<file path="src/rtl/pipeline_hazard_ctrl.sv">
// Stall/flush sequencer for the 5-stage RISC-V pipeline: load-use stalls,
// MEM-stage branch flushes, data-memory waits with timeout, perf counters.
module pipeline_hazard_ctrl #(
   parameter int CNT_W       = 16,
   parameter int MEM_TIMEOUT = 64
) (
   input  logic             clock,
   input  logic             reset,
   input  logic [4:0]       if_id_rs1,
   input  logic [4:0]       if_id_rs2,
   input  logic             if_id_uses_rs1,
   input  logic             if_id_uses_rs2,
   input  logic             id_ex_mem_read,
   input  logic [4:0]       id_ex_rd,
   input  logic             ex_mem_branch,
   input  logic             ex_mem_zero,
   input  logic             ex_mem_mem_read,
   input  logic             ex_mem_mem_write,
   input  logic             dmem_ready,
   output logic             pc_write,
   output logic             if_id_write,
   output logic             id_ex_write,
   output logic             ex_mem_write,
   output logic             if_id_flush,
   output logic             id_ex_flush,
   output logic             ex_mem_flush,
   output logic             mem_wb_bubble,
   output logic             pc_src,
   output logic [1:0]       state,
   output logic             mem_fault,
   output logic [CNT_W-1:0] stall_count,
   output logic [CNT_W-1:0] flush_count
);

   typedef enum logic [1:0] {
      RUN        = 2'd0,
      LOAD_STALL = 2'd1,
      MEM_WAIT   = 2'd2,
      HALT       = 2'd3
   } state_t;

   localparam logic [7:0]       TIMEOUT_LAST = 8'(MEM_TIMEOUT - 1);
   localparam logic [CNT_W-1:0] CNT_MAX      = '1;

   state_t     cur_state;
   state_t     nxt_state;
   logic [7:0] wait_cnt;
   logic [7:0] wait_nxt;
   logic       set_fault;
   logic       flush_inc;
   logic       stall_inc;
   logic       mem_busy;
   logic       br_taken;
   logic       load_use;

   assign mem_busy = (ex_mem_mem_read | ex_mem_mem_write) & ~dmem_ready;
   assign br_taken = ex_mem_branch & ex_mem_zero;
   assign load_use = id_ex_mem_read && (id_ex_rd != 5'd0) &&
                     ((if_id_uses_rs1 && (if_id_rs1 == id_ex_rd)) ||
                      (if_id_uses_rs2 && (if_id_rs2 == id_ex_rd)));

   assign state     = cur_state;
   assign stall_inc = (cur_state != HALT) && !pc_write;

   always_ff @(posedge clock or negedge reset) begin
      if (!reset) begin
         cur_state <= RUN;
         wait_cnt  <= 8'd0;
      end else begin
         cur_state <= nxt_state;
         wait_cnt  <= wait_nxt;
      end
   end

   // Priority: halt/timeout > memory wait > taken branch > load-use.
   always_comb begin
      pc_write      = 1'b1;
      if_id_write   = 1'b1;
      id_ex_write   = 1'b1;
      ex_mem_write  = 1'b1;
      if_id_flush   = 1'b0;
      id_ex_flush   = 1'b0;
      ex_mem_flush  = 1'b0;
      mem_wb_bubble = 1'b0;
      pc_src        = 1'b0;
      nxt_state     = RUN;
      wait_nxt      = 8'd0;
      set_fault     = 1'b0;
      flush_inc     = 1'b0;
      if (!reset || cur_state == HALT) begin
         pc_write      = 1'b0;
         if_id_write   = 1'b0;
         id_ex_write   = 1'b0;
         ex_mem_write  = 1'b0;
         mem_wb_bubble = 1'b1;
         nxt_state     = reset ? HALT : RUN;
      end else if (mem_busy) begin
         pc_write      = 1'b0;
         if_id_write   = 1'b0;
         id_ex_write   = 1'b0;
         ex_mem_write  = 1'b0;
         mem_wb_bubble = 1'b1;
         if (wait_cnt == TIMEOUT_LAST) begin
            nxt_state = HALT;
            set_fault = 1'b1;
            wait_nxt  = wait_cnt;
         end else begin
            nxt_state = MEM_WAIT;
            wait_nxt  = wait_cnt + 8'd1;
         end
      end else if (br_taken) begin
         pc_src       = 1'b1;
         if_id_flush  = 1'b1;
         id_ex_flush  = 1'b1;
         ex_mem_flush = 1'b1;
         flush_inc    = 1'b1;
      end else if (load_use) begin
         pc_write    = 1'b0;
         if_id_write = 1'b0;
         id_ex_flush = 1'b1;
         nxt_state   = LOAD_STALL;
      end
   end

   // Sticky fault and saturating performance counters.
   always_ff @(posedge clock or negedge reset) begin
      if (!reset) begin
         mem_fault   <= 1'b0;
         stall_count <= '0;
         flush_count <= '0;
      end else begin
         if (set_fault) begin
            mem_fault <= 1'b1;
         end
         if (stall_inc && stall_count != CNT_MAX) begin
            stall_count <= stall_count + 1'b1;
         end
         if (flush_inc && flush_count != CNT_MAX) begin
            flush_count <= flush_count + 1'b1;
         end
      end
   end

endmodule

</file>
<file path="config.mk">
export PLATFORM = sky130hd
export DESIGN_NAME = pipeline_hazard_ctrl
export DESIGN_NICKNAME = d
export VERILOG_FILES = /design/src/rtl/pipeline_hazard_ctrl.sv
export SDC_FILE = /design/constraint.sdc
export NUM_CORES = 1
export LEC_CHECK = 0
export CAP_MARGIN = 40
export CORE_AREA = 2 2 103 80
export CTS_CLUSTER_DIAMETER = 120
export DETAILED_ROUTE_END_ITERATION = 8
export DIE_AREA = 0 0 105 82
export PLACE_DENSITY_LB_ADDON = 0.08
export RECOVER_POWER = 25
export SETUP_SLACK_MARGIN = 0.5
export SYNTH_ARGS = -nofsm -noshare
export SYNTH_HDL_FRONTEND = slang
export SYNTH_SLANG_ARGS = --single-unit
</file>
<file path="constraint.sdc">
create_clock -name clock -period 1.93 [get_ports clock]
set_input_delay 0.2895 -clock clock [delete_from_list [all_inputs] [get_ports clock]]
set_output_delay 0.2895 -clock clock [all_outputs]
set_load 0.03 [all_outputs]
</file>
### Word level (Yosys, flattened, before mapping)

Index checks and enable logic that the tools add are counted.

| cells by class | value |
|---|---|
| add/sub/neg operators | 3 |
| equal/unequal tests | 8 |
| muxes and demuxes | 27 |
| bitwise operators | 4 |
| reductions and logical operators | 12 |

Operators by type and width:

| cell | count |
|---|---|
| adder 16 x 1 -> 16 bit (second input constant) | 2 |
| != test 16 bit (second input constant) | 2 |
| 2-to-1 mux 8 bit | 3 |
| 2-to-1 mux 1 bit | 21 |
| equality test 5 bit | 2 |
| adder 8 x 1 -> 8 bit (second input constant) | 1 |
| equality test 8 x 6 -> 1 bit (second input constant) | 1 |
| logical AND 1 bit | 7 |
| 2-to-1 mux 2 bit | 3 |
| nonzero test 5 bit | 1 |
| != test 3 bit (second input constant) | 1 |
| AND 1 bit | 2 |
| equality test 2 bit (second input constant) | 1 |
| logical NOT 1 bit | 2 |
| logical OR 1 bit | 2 |
| != test 2 bit (second input constant) | 1 |
| NOT 1 bit | 1 |
| OR 1 bit | 1 |

| storage, ports and cells | value |
|---|---|
| register bits | 43 |
| output and inout bits | 44 |
| word-level logic and storage cells | 59 |

### Depth between registers and ports, before layout

| depth | value |
|---|---|
| word-level depth | 11 |
| mapped depth | 8 |
| mapped depth without buffers | 7 |

### Least setup slack after synthesis

No wires, ideal clock.

| timing | value |
|---|---|
| kind | reg-to-reg |
| from | reg cur_state[0], in the netlist state[0] |
| to | reg flush_count[9] |
| setup time | 81 ps |
| data arrival time | 2,458 ps |
| required time | 1,849 ps |
| path slack | -609 ps |
| cell stages (with the launch flop) | 7 |
| path buffers | 0 |
| clock period less this slack | 2,539 ps |
| cell sequence | dfrtp_1 > nand2_1 > nand3_1 > nor2_1 > nand2_1 > nor3_1 > xor2_1 |

| between the ends | value |
|---|---|
| word-level cells in the longest chain between the ends | 4 |

RTL lines:

| element | line | RTL |
|---|---|---|
| start: declaration | 45 | `state_t cur_state;` |
| start signal: assignment | 70 | `cur_state <= nxt_state;` |
| equality test 2 bit | 90 | `if (!reset \|\| cur_state == HALT) begin` |
| logical OR 1 bit | 90 |  |
| 2-to-1 mux 1 bit | n/a |  |
| named net ex_mem_flush | 26 | `output logic ex_mem_flush,` |
| logical AND 1 bit | 138 | `if (flush_inc && flush_count != CNT_MAX) begin` |
| end signal: assignment | 139 | `flush_count <= flush_count + 1'b1;` |
| end: declaration | 32 | `output logic [CNT_W-1:0] flush_count` |

The timed path passes the listed nets, and every way through them passes these cells.
A chain may end at the register's enable or synchronous reset.

### Worst setup path after layout

| timing | value |
|---|---|
| from | in id_ex_rd[2] |
| to | out if_id_write |

| between the ends | value |
|---|---|
| word-level cells in the longest chain between the ends | 8 |
| elaborated cells between the ends (all ways) | 12 |
| classes of those cells | 2 x eq/ne; 4 x mux; 6 x reduce/logical |

RTL lines:

| element | line | RTL |
|---|---|---|
| start: declaration | 14 | `input logic [4:0] id_ex_rd,` |
| equality test 5 bit (on tied branches) | 59, 60 |  |
| logical AND 1 bit (on tied branches) | 59, 60 |  |
| logical OR 1 bit | 59 | `((if_id_uses_rs1 && (if_id_rs1 == id_ex_rd)) \|\|` |
| logical AND 1 bit (*) | 58 | `assign load_use = id_ex_mem_read && (id_ex_rd != 5'd0) &&` |
| 2-to-1 mux 1 bit (*) | 117 | `end else if (load_use) begin` |
| 2-to-1 mux 1 bit (*) | 111 | `end else if (br_taken) begin` |
| 2-to-1 mux 1 bit (*) | 97 | `end else if (mem_busy) begin` |
| 2-to-1 mux 1 bit (*) | 90 |  |
| end: declaration | 21 | `output logic if_id_write,` |

Every way passes the cells marked *; elsewhere a longest branch is shown, timed or not.

==> reports/qor.yml <==
logic_synthesis:
  synth.distinct_cells: 34
  synth_top_area_cell: "dfrtp_1"
  syn_area_per_cell_um2: 9.95
  synth_top_area_share_pct: 48.7
  synth-async-reset-ratio_pct: 100
  syn_area_um2: 2210
  synth-seq-cells: 43
  synth_nets: 250
  synth_area_leaders: "dfrtp_1 49%, xor2_1 10%, xnor2_1 6.7%"
  syn_inst: 222
  synth_ff_type: "dfrtp_1"
  ys_seq_area_share_pct: 48.7
  yosys_warnings: 0
  yosys-top-cells-count: "43 x dfrtp_1, 26 x xor2_1, 24 x nor2_1"
  synth_most_common_cell: "dfrtp_1"
  synth-edff-count: 0
finish:
  drive_gt1_share_pct: 56.6
  n_antenna_cell: 0
  final_nets: 377
  finalNonFillerCells: 455
  stdcell_area_um2: 4150
  area_delta_synth_final_pct: 87.8
job:
  drv_cap: 0
timing:
  fmax_mhz: 515
  finalCritPeriodShare_pct: 101
  rsz0062_at_grt: "true"
  tightestPinTransition_ps: 1140
  drv_slew: 0
  skew_ps: 4.96
  finalHoldViolCount: 0
  setup_ws_ps: -10.7
  tns_ps: -21.4
  setup_viol_count_final: 2
  slew_headroom_pct: 24.0
  holdWs_ps: 374
  period_needed_ps: 1940
status:
  status: "finished, violations left"
  failed_checks: "negative setup slack"
power_and_ir_drop:
  peakVddDrop_v: 0.000507
  p_leak_nw: 1.77
  swShare_pct: 40.5
  p_per_area_nw_per_um2: 919
  switchingPower_mw: 1.54
  combPwrFrac_pct: 44.4
  p_total_mw: 3.81
  p_seq_share_pct: 36.3
  p_int_mw: 2.27
  pwr-share-clk_pct: 19.3
worst_setup_path:
  critical_path_buf_inv_count: 3
  cp-start-kind: "primary input"
  crit_path_end_kind: "primary output"
  r2r_end: "stall_count[1]$_DFFE_PN0P_"
  worstPathArrival_ps: 1650
  r2r_start: "stall_count[6]$_DFFE_PN0P_"
  slowest_delay_ps: 520
  cp_top_family: "simple AND/OR/NAND/NOR gates"
  crit_chain: "buf_6, or4_4, o21a_1, and2_4, a21oi_4, buf_12, buf_8"
  cp_max_fo: 3
  crit_type: "primary input to primary output"
  worstRegToRegCells: 6
  crit_slowest_cell: "or4_4"
  ff2ff_setup_slack_ps: 100
  critical_path_required_ps: 1640
global_route:
  globalRouteOverflowTotal: 0
  grt_max_degree: 46
  antenna_found_initial: 0
  grt_pass1_wl_mm: 10.4
  grt_pass1_vias: 2139
  grtUsageTotal_pct: 15.3
drt:
  vias: 2131
  viasPerCell: 4.68
  routed_wirelength_mm: 6.63
  dr.pass1.iters: 4
  drtAntennaViolNets: 0
  wl_per_cell_um: 14.6
  drc: 0
  drt_iter0_markers: 40
die:
  rows: 28
  fp.dieH_um: 82
  dieArea_um2: 8610
  start_util_pct: 28.9
  ios: 69
  die_x_um: 105
  core_um2: 7640
clock_network:
  clockBufferDepth: 2
  cts_root_buf: "clkbuf_8"
  cts_buffers: 5
  hold_buffers: 0
  cts_sinks: 43
  clkTransAtPathRegs_ps: 80
  ctsHtreeMaxLevel: 2
  cts_tree: "yes"
  insertion_delay_ps: 290
placed_design:
  io_buffer_count: 68
  numPlacedInstances: 413
  routabilityCongestion: 0.812
  dpl_cell_area_um2: 3280
  hpwl_mm: 4.04
hold_path:
  min_path_type: "primary input to asynchronous set/reset pin"
[per-stage QoR]
step	worst slack, ps	util [%]
after floorplan	-7.15	-
after global placement	-435	43.0
after detailed placement	-461	43.0
after CTS	-60.6	49.3
after global routing	-39.1	54.3
final	-10.7	54.3
[cell usage in the layout, fill, tap and decap left out, drive strengths merged]
cell           synthesis  layout
a21boi                 2       2
o21bai                 2       2
nand3                 23      23
xor2                  26      26
dlymetal6s2s           0       1
nand2                 18      18
dfrtp                 43      43
dlygate4sd2            0      17
clkinv                 0       1
bufinv                 0       1
nor2                  24      24
and3                   3       3
clkdlybuf4s15          0      17
buf                    6      78
a21oi                  3       3
o31ai                  1       1
ha                     3       3
o22ai                  1       1
inv                    5       5
nor4                   6       6
nor3b                  2       2
clkbuf                 1      17
mux2                   2       2
and4                   2       2
clkdlybuf4s50          0       3
nor3                  11      11
or4                    2       2
o21a                   1       1
or3                    1       1
or2                    1       1
a31oi                  1       1
o21ai                  4       4
and2                   1       1
nand4                  9       9
xnor2                 17      17
mux2i                  1       1
[flip-flops by register name (all words and copies together) (netlist names)]
signal       count
flush_count     16
wait_cnt         8
state            2
stall_count     16
mem_fault        1
[metal layers]
layer | part of all wire, % | track usage [%] | up-vias
met5 | 0 | 0 | -
met4 | 0.86 | 4.00 | 0
met3 | 3.5 | 3.57 | 7
met2 | 49 | 26.0 | 44
met1 | 47 | 19.9 | 1052
li1 | - | - | 1028
[power groups by stage]
stage          sequential (mW)  clock [mW]  combinational (mW)
3_5_place_dp              1.39           0                1.45
3_3_place_gp              1.40           0                1.44
6_report                  1.38       0.735                1.69
5_1_grt                   1.42       0.797                1.80
2_1_floorplan             1.73           0               0.458
4_1_cts                   1.37       0.747                1.46
[worst max-delay path by stage]
stage / to / cells past startpoint / startpoint / slack (ps)
2_1_floorplan: pc_write / 6 / id_ex_rd[1] / -7
3_3_place_gp: pc_write / 7 / id_ex_rd[1] / -440
3_5_place_dp: if_id_write / 7 / id_ex_rd[1] / -460
4_1_cts: if_id_write / 7 / id_ex_rd[2] / -60
5_1_grt: pc_write / 7 / id_ex_rd[2] / -40
6_report: if_id_write / 7 / id_ex_rd[2] / -10
[area by class of cell]
cell class,count,area [um2]
Clock buffer,6,82.6
Inverter,5,21.3
Tap cell,105,131
Multi-Input combinational cell,167,1620
Sequential cell,43,1100
Clock inverter,2,35.0
Fill cell,713,3490
Timing Repair Buffer,127,1150
[cell families after synthesis]
family / synth area share [%]
simple gates: 23.1
xor+xnor: 17.1
flops: 48.7
compound gates: 4.70
buf+inv: 3.12
mux: 1.64
fa+ha+maj: 1.70
[repair_timing]
item / CTS / global route
endpoints found under the setup margin: 84 / 68
resized for setup: 164 / 98
gates cloned: 1 / 0
endpoints found under the hold margin: 0 / 0
pin swaps: 47 / 31
setup buffers: 23 / 10
(Power assumes the default switching activity.)
